**src/rtl/gpio_irq_pkg.sv**
```systemverilog
// Shared constants for the GPIO edge-interrupt stage: bus addresses,
// byte-lane positions of the CONFIG/STATUS fields and debounce sizing.
package gpio_irq_pkg;

    localparam int CNT_W = 8;

    localparam logic ADDR_STATUS = 1'b0;
    localparam logic ADDR_CONFIG = 1'b1;

    // CONFIG lanes; the IFR write-1-to-clear byte lives in STATUS lane 2
    localparam int LANE_IER   = 0;
    localparam int LANE_RISE  = 1;
    localparam int LANE_FALL  = 2;
    localparam int LANE_DBCNT = 3;
    localparam int LANE_IFR   = 2;

    localparam logic [CNT_W-1:0] DBCNT_RST = CNT_W'(3);

    typedef logic [CNT_W-1:0] cnt_t;

    function automatic logic [7:0] laneByte(input logic [31:0] word, input int lane);
        return word[8*lane +: 8];
    endfunction

endpackage

```
**src/rtl/gpio_debounce_bit.sv**
```systemverilog
// One port bit: two-flop synchroniser followed by a counting debouncer that
// only accepts a new level after it has been held for dbcnt+1 cycles.
module gpio_debounce_bit
    import gpio_irq_pkg::*;
(
    input  logic             clk,
    input  logic             reset,
    input  logic             pin,
    input  logic [CNT_W-1:0] dbcnt,
    output logic             sync,
    output logic             db
);

    logic s1_q;
    logic sync_q;
    logic db_q, db_d;
    cnt_t cnt_q, cnt_d;

    // ">=" rather than "==" so that lowering the threshold below the running
    // count still accepts the change on the next compare instead of wrapping.
    always_comb begin
        db_d  = db_q;
        cnt_d = cnt_q;
        if (sync_q == db_q) begin
            cnt_d = '0;
        end else if (cnt_q >= dbcnt) begin
            db_d  = sync_q;
            cnt_d = '0;
        end else begin
            cnt_d = cnt_q + CNT_W'(1);
        end
    end

    always_ff @(posedge clk) begin
        if (reset) begin
            s1_q   <= 1'b0;
            sync_q <= 1'b0;
            db_q   <= 1'b0;
            cnt_q  <= '0;
        end else begin
            s1_q   <= pin;
            sync_q <= s1_q;
            db_q   <= db_d;
            cnt_q  <= cnt_d;
        end
    end

    assign sync = sync_q;
    assign db   = db_q;

endmodule

```
**src/rtl/gpio_edge_irq.sv**
```systemverilog
// GPIO input conditioning and edge interrupt block: per-bit debounce, sticky
// edge flags with write-1-to-clear, config registers and a level irq line.
module gpio_edge_irq
    import gpio_irq_pkg::*;
#(
    parameter int WIDTH = 8
)(
    input  logic             clk,
    input  logic             reset,
    input  logic             address,
    input  logic [3:0]       byte_en,
    input  logic [31:0]      data,
    input  logic             rw,
    input  logic             clken,
    input  logic [WIDTH-1:0] pin_in,
    output logic [31:0]      q,
    output logic             irq
);

    logic [WIDTH-1:0] syncVec;
    logic [WIDTH-1:0] dbVec;
    logic [WIDTH-1:0] dbPrev_q;
    logic [WIDTH-1:0] ifr_q, ifr_d;
    logic [WIDTH-1:0] ier_q, ier_d;
    logic [WIDTH-1:0] rise_q, rise_d;
    logic [WIDTH-1:0] fall_q, fall_d;
    cnt_t             dbcnt_q, dbcnt_d;
    logic [31:0]      q_q, q_d;
    logic             irq_q, irq_d;

    logic             cfgWr;
    logic             statWr;
    logic [WIDTH-1:0] edgeSet;
    logic [WIDTH-1:0] ifrClr;
    logic [31:0]      readWord;

    for (genvar i = 0; i < WIDTH; i++) begin : g_bit
        gpio_debounce_bit u_debounce (
            .clk   (clk),
            .reset (reset),
            .pin   (pin_in[i]),
            .dbcnt (dbcnt_q),
            .sync  (syncVec[i]),
            .db    (dbVec[i])
        );
    end

    assign cfgWr  = clken && !rw && (address == ADDR_CONFIG);
    assign statWr = clken && !rw && (address == ADDR_STATUS);

    assign edgeSet = (dbVec & ~dbPrev_q & rise_q) | (~dbVec & dbPrev_q & fall_q);
    assign ifrClr  = (statWr && byte_en[LANE_IFR]) ? laneByte(data, LANE_IFR) : '0;

    assign readWord = (address == ADDR_STATUS) ? {8'h00, ifr_q, dbVec, syncVec}
                                               : {dbcnt_q, fall_q, rise_q, ier_q};

    // Clear is applied before set so a coincident edge keeps its flag.
    always_comb begin
        ier_d   = ier_q;
        rise_d  = rise_q;
        fall_d  = fall_q;
        dbcnt_d = dbcnt_q;
        if (cfgWr) begin
            if (byte_en[LANE_IER])   ier_d   = laneByte(data, LANE_IER);
            if (byte_en[LANE_RISE])  rise_d  = laneByte(data, LANE_RISE);
            if (byte_en[LANE_FALL])  fall_d  = laneByte(data, LANE_FALL);
            if (byte_en[LANE_DBCNT]) dbcnt_d = laneByte(data, LANE_DBCNT);
        end
        ifr_d = (ifr_q & ~ifrClr) | edgeSet;
        q_d   = (clken && rw) ? readWord : q_q;
        irq_d = |(ifr_q & ier_q);
    end

    always_ff @(posedge clk) begin
        if (reset) begin
            dbPrev_q <= '0;
            ifr_q    <= '0;
            ier_q    <= '0;
            rise_q   <= '0;
            fall_q   <= '0;
            dbcnt_q  <= DBCNT_RST;
            q_q      <= '0;
            irq_q    <= 1'b0;
        end else begin
            dbPrev_q <= dbVec;
            ifr_q    <= ifr_d;
            ier_q    <= ier_d;
            rise_q   <= rise_d;
            fall_q   <= fall_d;
            dbcnt_q  <= dbcnt_d;
            q_q      <= q_d;
            irq_q    <= irq_d;
        end
    end

    assign q   = q_q;
    assign irq = irq_q;

endmodule

```
**config.mk**
```make
export PLATFORM = sky130hd
export DESIGN_NAME = gpio_edge_irq
export DESIGN_NICKNAME = d
export VERILOG_FILES = /design/src/rtl/gpio_irq_pkg.sv /design/src/rtl/gpio_debounce_bit.sv /design/src/rtl/gpio_edge_irq.sv
export SDC_FILE = /design/constraint.sdc
export NUM_CORES = 1
export LEC_CHECK = 0
export BUFFER_PORTS_ARGS = -buffer_cell sky130_fd_sc_hd__buf_2
export CORE_MARGIN = 5
export CORE_UTILIZATION = 30
export DETAILED_ROUTE_END_ITERATION = 10
export PLACE_DENSITY = 0.49
export RECOVER_POWER = 100
export SLEW_MARGIN = 20
export SYNTH_ARGS = -nofsm -noshare
export SYNTH_HDL_FRONTEND = slang
export SYNTH_HIERARCHICAL = 1
export SYNTH_SLANG_ARGS = --single-unit
```
**constraint.sdc**
```tcl
create_clock -name clk -period 2.1 [get_ports clk]
set_input_delay 0.105 -clock clk [delete_from_list [all_inputs] [get_ports clk]]
set_output_delay 0.105 -clock clk [all_outputs]
set_load 0.005 [all_outputs]
```
==> results of run 1 <==
## state kept, by name, indices dropped and copies added, names as in the netlist
signal and count:
fall_q 8, irq 1, g_bit.u_debounce/sync 8, ier_q 8, q 32, dbPrev_q 8, g_bit.u_debounce/db 8, rise_q 8
g_bit.u_debounce/cnt_q 64, g_bit.u_debounce/s1_q 8, dbcnt_q 8, ifr_q 8
## cells in the final DEF (no fill, tap or decap), drive strengths merged, types with 8 or more instances in the layout
master | synthesis | final
a2111o | 8 | 8
a211oi | 32 | 32
a21oi | 58 | 58
a31oi | 8 | 8
and3 | 16 | 16
buf | 18 | 75
clkbuf | 6 | 53
dfxtp | 169 | 169
dlygate4sd3 | 0 | 40
ha | 72 | 72
inv | 80 | 85
mux2i | 38 | 38
nand2 | 73 | 73
nand2b | 16 | 16
nand3 | 48 | 48
nand3b | 16 | 16
nor2 | 104 | 104
nor2b | 32 | 32
o211ai | 8 | 8
o21ai | 24 | 24
xnor2 | 16 | 16
xor2 | 40 | 40
## kinds of logic (layout without fill, tap and decap cells)
logic type,Yosys count,after routing
muxes,38,38
buffers and inverters,104,260
DFF,169,169
xor gates and xnor gates,56,56
adders and majority gates,72,72
and+or+nand+nor,316,316
AOI/OAI and AO/OA,143,143
## worst register-to-register path: cells and delay by family (launching register included)
| family | cells | cell delay (ns) |
|---|---|---|
| compound gates | 3 | 0.92 |
| flops | 1 | 0.32 |
| fa+ha+maj | 1 | 0.30 |
| buf+inv | 2 | 0.21 |
| simple gates | 1 | 0.14 |
## synth_stat cells (all sizes together)
cell / number
nand2: 73
a41oi: 1
o211ai: 8
nor2b: 32
nor3: 2
and3: 16
nand4b: 3
o21ai: 24
and4b: 4
dfxtp: 169
xor2: 40
clkbuf: 6
nor2: 104
a31oi: 8
a22oi: 4
a21oi: 58
inv: 80
and2: 1
a211oi: 32
xnor2: 16
nand4bb: 1
nand2b: 16
a2111o: 8
mux2i: 38
ha: 72
nand3b: 16
buf: 18
nand3: 48
## layout make-up
class                      instances  area, µm²  share of cell area [%]
clock buffer                      20      436.7                   4.394
clock inverter                    12      116.4                   1.171
inverter                          80      300.3                   3.022
multi-input combinational        625       4248                   42.75
sequential                       169       3383                   34.05
tap                              341      426.7                   4.294
timing repair buffer             148       1026                   10.32
## through the flow
stage | instance area, µm² | total power (µW) | instances
after global placement | 9054 | 3820 | 1323
after detailed placement | 9054 | 3822 | 1323
after CTS | 10010 | 6952 | 1395
final | 9937 | 6842 | 1395
after global routing | 9937 | 7151 | 1395
after floorplan | 8115 | 3634 | 898
## path summary, 6_finish.rpt
| kind | to | slack (ns) | startpoint | cells past startpoint |
|---|---|---|---|---|
| max | g_bit[4].u_debounce/cnt_q[3] | 0.15 | dbcnt_q[2] | 7 |
| min | rise_q[5] | 0.22 | byte_en[1] | 5 |
| max reg2reg | g_bit[4].u_debounce/cnt_q[3] | 0.15 | dbcnt_q[2] | 7 |
| min reg2reg | g_bit[0].u_debounce/sync | 0.44 | g_bit[0].u_debounce/s1_q | 1 |
## per-layer routing
metal  part of all wire (%)  up-vias
met5                      0        -
met4                   0.76        0
met3                    4.2       12
met2                     45       80
met1                     50     2857
li1                       -     3341
## report_power, final
group          switching (µW)  total, µW  internal (µW)
logic                     254        477            223
clock network            1400       3050           1650
registers                44.7       3310           3270
total                    1700       6840           5140
## timing repair
action                     CTS  global route
resized for setup            0             0
hold endpoints to repair    40             0
setup buffers                0             0
setup endpoints to repair    0             0
hold buffers                40             0
==> flow_metrics.env, run 1 <==
export IMPL_die_w_um=174.5
export IMPL_synth_xor_xnor_area_share_pct=6.044
export IMPL_yosys_area_top_type="dfxtp_1"
export IMPL_drtIter0Drc=302
export IMPL_routabilityCongestion=0.7832
export IMPL_fin_util_pct=37.08
export IMPL_hold_viol_final=0
export IMPL_path_class="flop to flop"
export IMPL_cp_top_family="compound AO/OA/AOI/OAI gates"
export IMPL_critPathArrivalTime_ns=2.31
export IMPL_tightest_slew_ns=1.312
export IMPL_cts_path_max_buffers=2
export IMPL_grt_util_met3_pct=3.067
export IMPL_diodes=0
export IMPL_syn_nets=1019
export IMPL_cts_sinks=169
export IMPL_setup_slack_ns=0.1529
export IMPL_start_util_pct=30.28
export IMPL_overflow=0
export IMPL_firstDrtPassIters=4
export IMPL_critPathRequiredTime_ns=2.46
export IMPL_drive_gt1_share_pct=11.95
export IMPL_ir_drop_uv=415.1
export IMPL_synth_top_cell_area_share_pct=41.69
export IMPL_max_freq_mhz=513.6
export IMPL_gr_usage_met2_pct=22.31
export IMPL_grt_most_used_layer="met2"
export IMPL_wl_per_cell_um=14.96
export IMPL_slew_headroom_pct=12.54
export IMPL_slew_violations=0
export IMPL_finClkSkew_ns=0.01076
export IMPL_synthTopCellsByArea="dfxtp_1 42%, ha_1 11%, mux2i_1 4.7%"
export IMPL_path_cells="buf_4 -> inv_1 -> ha_1 -> a211oi_1 -> o21ai_0 -> a2111o_1 -> nor2_1"
export IMPL_rows=60
export IMPL_dp_hpwl_um=15070
export IMPL_p_leak_uw=0.003904
export IMPL_die_area_um2=30440
export IMPL_insertion_delay_ns=0.44
export IMPL_power_density_nw_per_um2=688.6
export IMPL_clkTransAtPathRegs_ns=0.07
export IMPL_ys_seq_elements=169
export IMPL_dp_slack_ns=0.1742
export IMPL_use_met1_pct=19.75
export IMPL_critPathCaptureType="flop"
export IMPL_grt_pass1_wl_um=34090
export IMPL_finalCritPeriodShare_pct=92.72
export IMPL_die_h_um=174.5
export IMPL_port_buffers=81
export IMPL_synth_compound_area_share_pct=11.58
export IMPL_ant_nets=0
export IMPL_seq_area_frac_synth_pct=41.69
export IMPL_cp_slowest_cell="a2111o_1"
export IMPL_cts_root_buf="clkbuf_16"
export IMPL_hold_class="primary input to flop"
export IMPL_core_um2=26800
export IMPL_timing_critical_path_buf_inv=2
export IMPL_finalSetupTns_ns=0
export IMPL_syn_inst=898
export IMPL_drv_cap=0
export IMPL_critPathLaunchType="flop"
export IMPL_drc=0
export IMPL_finalSetupViolations=0
export IMPL_hold_worst_slack_ns=0.2205
export IMPL_wl_um=20870
export IMPL_syn_cell_area_um2=8115
export IMPL_final_min_clock_period_ns=1.947
export IMPL_rsz0062_at_grt="no"
export IMPL_cts_tree="built"
export IMPL_io_pins=82
export IMPL_vias=6290
export IMPL_synth_top_family_by_area="simple AND/OR/NAND/NOR gates"
export IMPL_cts_inserted_buffers=17
export IMPL_vias_per_cell=4.509
export IMPL_status="complete, no violations"
export IMPL_avgSynthCellArea_um2=9.037
export IMPL_path_max_fanout=8
export IMPL_fin_nets=1162
export IMPL_grtUsageTotal_pct=14.07
export IMPL_fill_cells=2719
export IMPL_grt_pass1_vias=6147
export IMPL_slowest_delay_ns=0.56
export IMPL_antenna_found_initial=0
export IMPL_muxShareOfSynthArea_pct=4.687
export IMPL_synthSimpleGateAreaFrac_pct=19.06
export IMPL_ys_types=35
export IMPL_grt_max_degree=57
export IMPL_ys_warn_count=6
export IMPL_synthAdderAreaFrac_pct=11.10
export IMPL_htreeDepth=4
export IMPL_area_growth_pct=22.45
Note: power is estimated with default switching activity, not from simulation.
==> inputs of run 2 (changes only) <==
CTS_CLUSTER_SIZE = 10   (was default)
SYNTH_HIERARCHICAL = default   (was 1)
==> run 2 against run 1 <==
Core utilization increased by 0.88 points. Combinational power is 8.6% lower. Wire length fell by 5.8%. Fmax rose by 0.27%. Global-route usage shrank 0.20 points. Design area decreased by 3.8%. Largest cell class unchanged. Synthesized cell count decreased by 3.6%. Power grew 2.6%. Clock power is 7.2% higher.
==> flow_metrics.env, run 2 <==
export IMPL_path_class="flop to flop"
export IMPL_htreeDepth=4
export IMPL_slew_headroom_pct=7.871
export IMPL_ys_types=39
export IMPL_grt_pass1_wl_um=31520
export IMPL_finalSetupTns_ns=0
export IMPL_io_pins=82
export IMPL_port_buffers=81
export IMPL_cts_tree="built"
export IMPL_cts_sinks=169
export IMPL_syn_inst=866
export IMPL_avgSynthCellArea_um2=8.865
export IMPL_tightest_slew_ns=1.382
export IMPL_hold_worst_slack_ns=0.1439
export IMPL_final_cells=1343
export IMPL_syn_nets=987
export IMPL_die_w_um=170.0
export IMPL_synthTopCellsByArea="dfxtp_1 44%, ha_1 12%, nand2_1 6.1%"
export IMPL_critPathArrivalTime_ns=2.26
export IMPL_layout_common_cells="169 x dfxtp_1, 121 x nand2_1, 111 x nor2_1, 72 x ha_1, 63 x a21oi_1"
export IMPL_synthSimpleGateAreaFrac_pct=21.12
export IMPL_cts_inserted_buffers=17
export IMPL_largest_register_ffs=64
export IMPL_die_h_um=170.0
export IMPL_drv_cap=0
export IMPL_drtIter0Drc=290
export IMPL_slew_violations=0
export IMPL_hp_start="byte_en[1]"
export IMPL_power_density_nw_per_um2=734.2
export IMPL_finalSetupViolations=0
export IMPL_firstDrtPassIters=4
export IMPL_wl_um=19650
export IMPL_finalCritPeriodShare_pct=92.47
export IMPL_ir_drop_uv=375.6
export IMPL_final_min_clock_period_ns=1.942
export IMPL_critPathRequiredTime_ns=2.42
export IMPL_synth_top_family_by_area="simple AND/OR/NAND/NOR gates"
export IMPL_dp_cells=1271
export IMPL_yosys_top_cells_count="169 x dfxtp_1, 124 x nand2_1, 111 x nor2_1"
export IMPL_area_growth_pct=24.49
export IMPL_p_leak_uw=0.003813
export IMPL_grtUsageTotal_pct=13.87
export IMPL_dpl_cell_area_um2=8581
export IMPL_synthAdderAreaFrac_pct=11.73
export IMPL_insertion_delay_ns=0.43
export IMPL_r2r_cells=8
export IMPL_diodes=0
export IMPL_final_common_cell="dfxtp_1"
export IMPL_critPathCaptureType="flop"
export IMPL_rows=58
export IMPL_wl_per_cell_um=14.63
export IMPL_ys_warn_count=0
export IMPL_critPathLaunchType="flop"
export IMPL_ys_flop_type="dfxtp_1"
export IMPL_seq_area_frac_synth_pct=44.07
export IMPL_yosys_area_top_type="dfxtp_1"
export IMPL_die_area_um2=28890
export IMPL_hold_depth=4
export IMPL_ant_nets=0
export IMPL_vias=6160
export IMPL_top_register="g_bit.u_debounce.cnt_q"
export IMPL_drive_gt1_share_pct=10.76
export IMPL_hold_class="primary input to flop"
export IMPL_synth_top_cell_area_share_pct=44.07
export IMPL_synth_most_common_cell="dfxtp_1"
export IMPL_max_freq_mhz=514.9
export IMPL_antenna_found_initial=0
export IMPL_fin_nets=1121
export IMPL_finClkSkew_ns=0.01215
export IMPL_drc=0
export IMPL_grt_max_degree=54
export IMPL_core_um2=25180
export IMPL_cp_startpoint="dbcnt_q[2]"
export IMPL_design_area_um2=9558
export IMPL_dp_slack_ns=0.05727
export IMPL_routabilityCongestion=0.7675
export IMPL_path_max_fanout=5
export IMPL_grt_pass1_vias=5920
export IMPL_dp_hpwl_um=14510
export IMPL_cts_root_buf="clkbuf_16"
export IMPL_synth_compound_area_share_pct=10.04
export IMPL_ys_seq_elements=169
export IMPL_ys_async_sr_fraction_pct=0
export IMPL_status="complete, no violations"
export IMPL_setup_slack_ns=0.1581
export IMPL_r2r_start="dbcnt_q[2]"
export IMPL_hold_viol_final=0
export IMPL_synth_xor_xnor_area_share_pct=6.389
export IMPL_vias_per_cell=4.587
export IMPL_start_util_pct=30.49
export IMPL_clkTransAtPathRegs_ns=0.07
export IMPL_overflow=0
export IMPL_muxShareOfSynthArea_pct=4.074
export IMPL_cts_path_max_buffers=2
export IMPL_rsz0062_at_grt="no"
export IMPL_syn_cell_area_um2=7677
export IMPL_synth_edf_count=0
## run 2: layout make-up
type                            instances  area [µm²]
Tap cell                              330       412.9
Timing Repair Buffer                  142       963.4
Sequential cell                       169        3383
Inverter                               19       71.32
Clock buffer                           18       429.2
Fill cell                            2545       15620
Clock inverter                         14       182.7
Multi-Input combinational cell        651        4115
## run 2: logic make-up (layout without fill, tap and decap cells)
group	after synthesis	in the layout
buffers and inverters	46	193
and+or+nand+nor	361	361
DFF	169	169
muxes	31	31
AOI/OAI and AO/OA	131	131
xor gates and xnor gates	56	56
adders and majority gates	72	72
## run 2: routing by layer
metal	vias up	track usage (%)	share of wire, %
li1	3238	-	-
met1	2816	18.45	49
met2	81	22.60	46
met3	25	2.834	3.7
met4	0	4.549	1.6
met5	-	0	0
## run 2: metrics by stage
step	util, %	power (µW)
detailed placement	34.08	3775
floorplan	-	3594
global route	37.96	7292
finish	37.96	7018
global placement	34.08	3771
CTS	38.10	7104
## run 2: final timing paths
path | endpoint | slack (ns)
worst min-delay path | rise_q[6] | 0.14
worst max-delay path | g_bit[6].u_debounce.db | 0.16
worst max register to register | g_bit[6].u_debounce.db | 0.16
worst min register to register | g_bit[0].u_debounce.sync | 0.44
## run 2: critical path: stages, from the launching register on
cell	delay, ns
dfxtp_1	0.33
inv_1	0.11
buf_4	0.18
ha_1	0.30
a211oi_1	0.22
o21ai_0	0.11
a21oi_1	0.31
mux2i_1	0.22
nor2_1	0.05
## run 2: what timing repair did
item | CTS | global route
gates resized for setup | 0 | 8
endpoints found under the hold margin | 46 | 0
setup endpoints to repair | 0 | 29
hold buffers | 40 | 0
buffers inserted | 0 | 0
## run 2: power by group
part	internal [µW]	switching, µW
logic	204	232
clock network	1810	1460
registers	3270	43.3
total	5280	1730
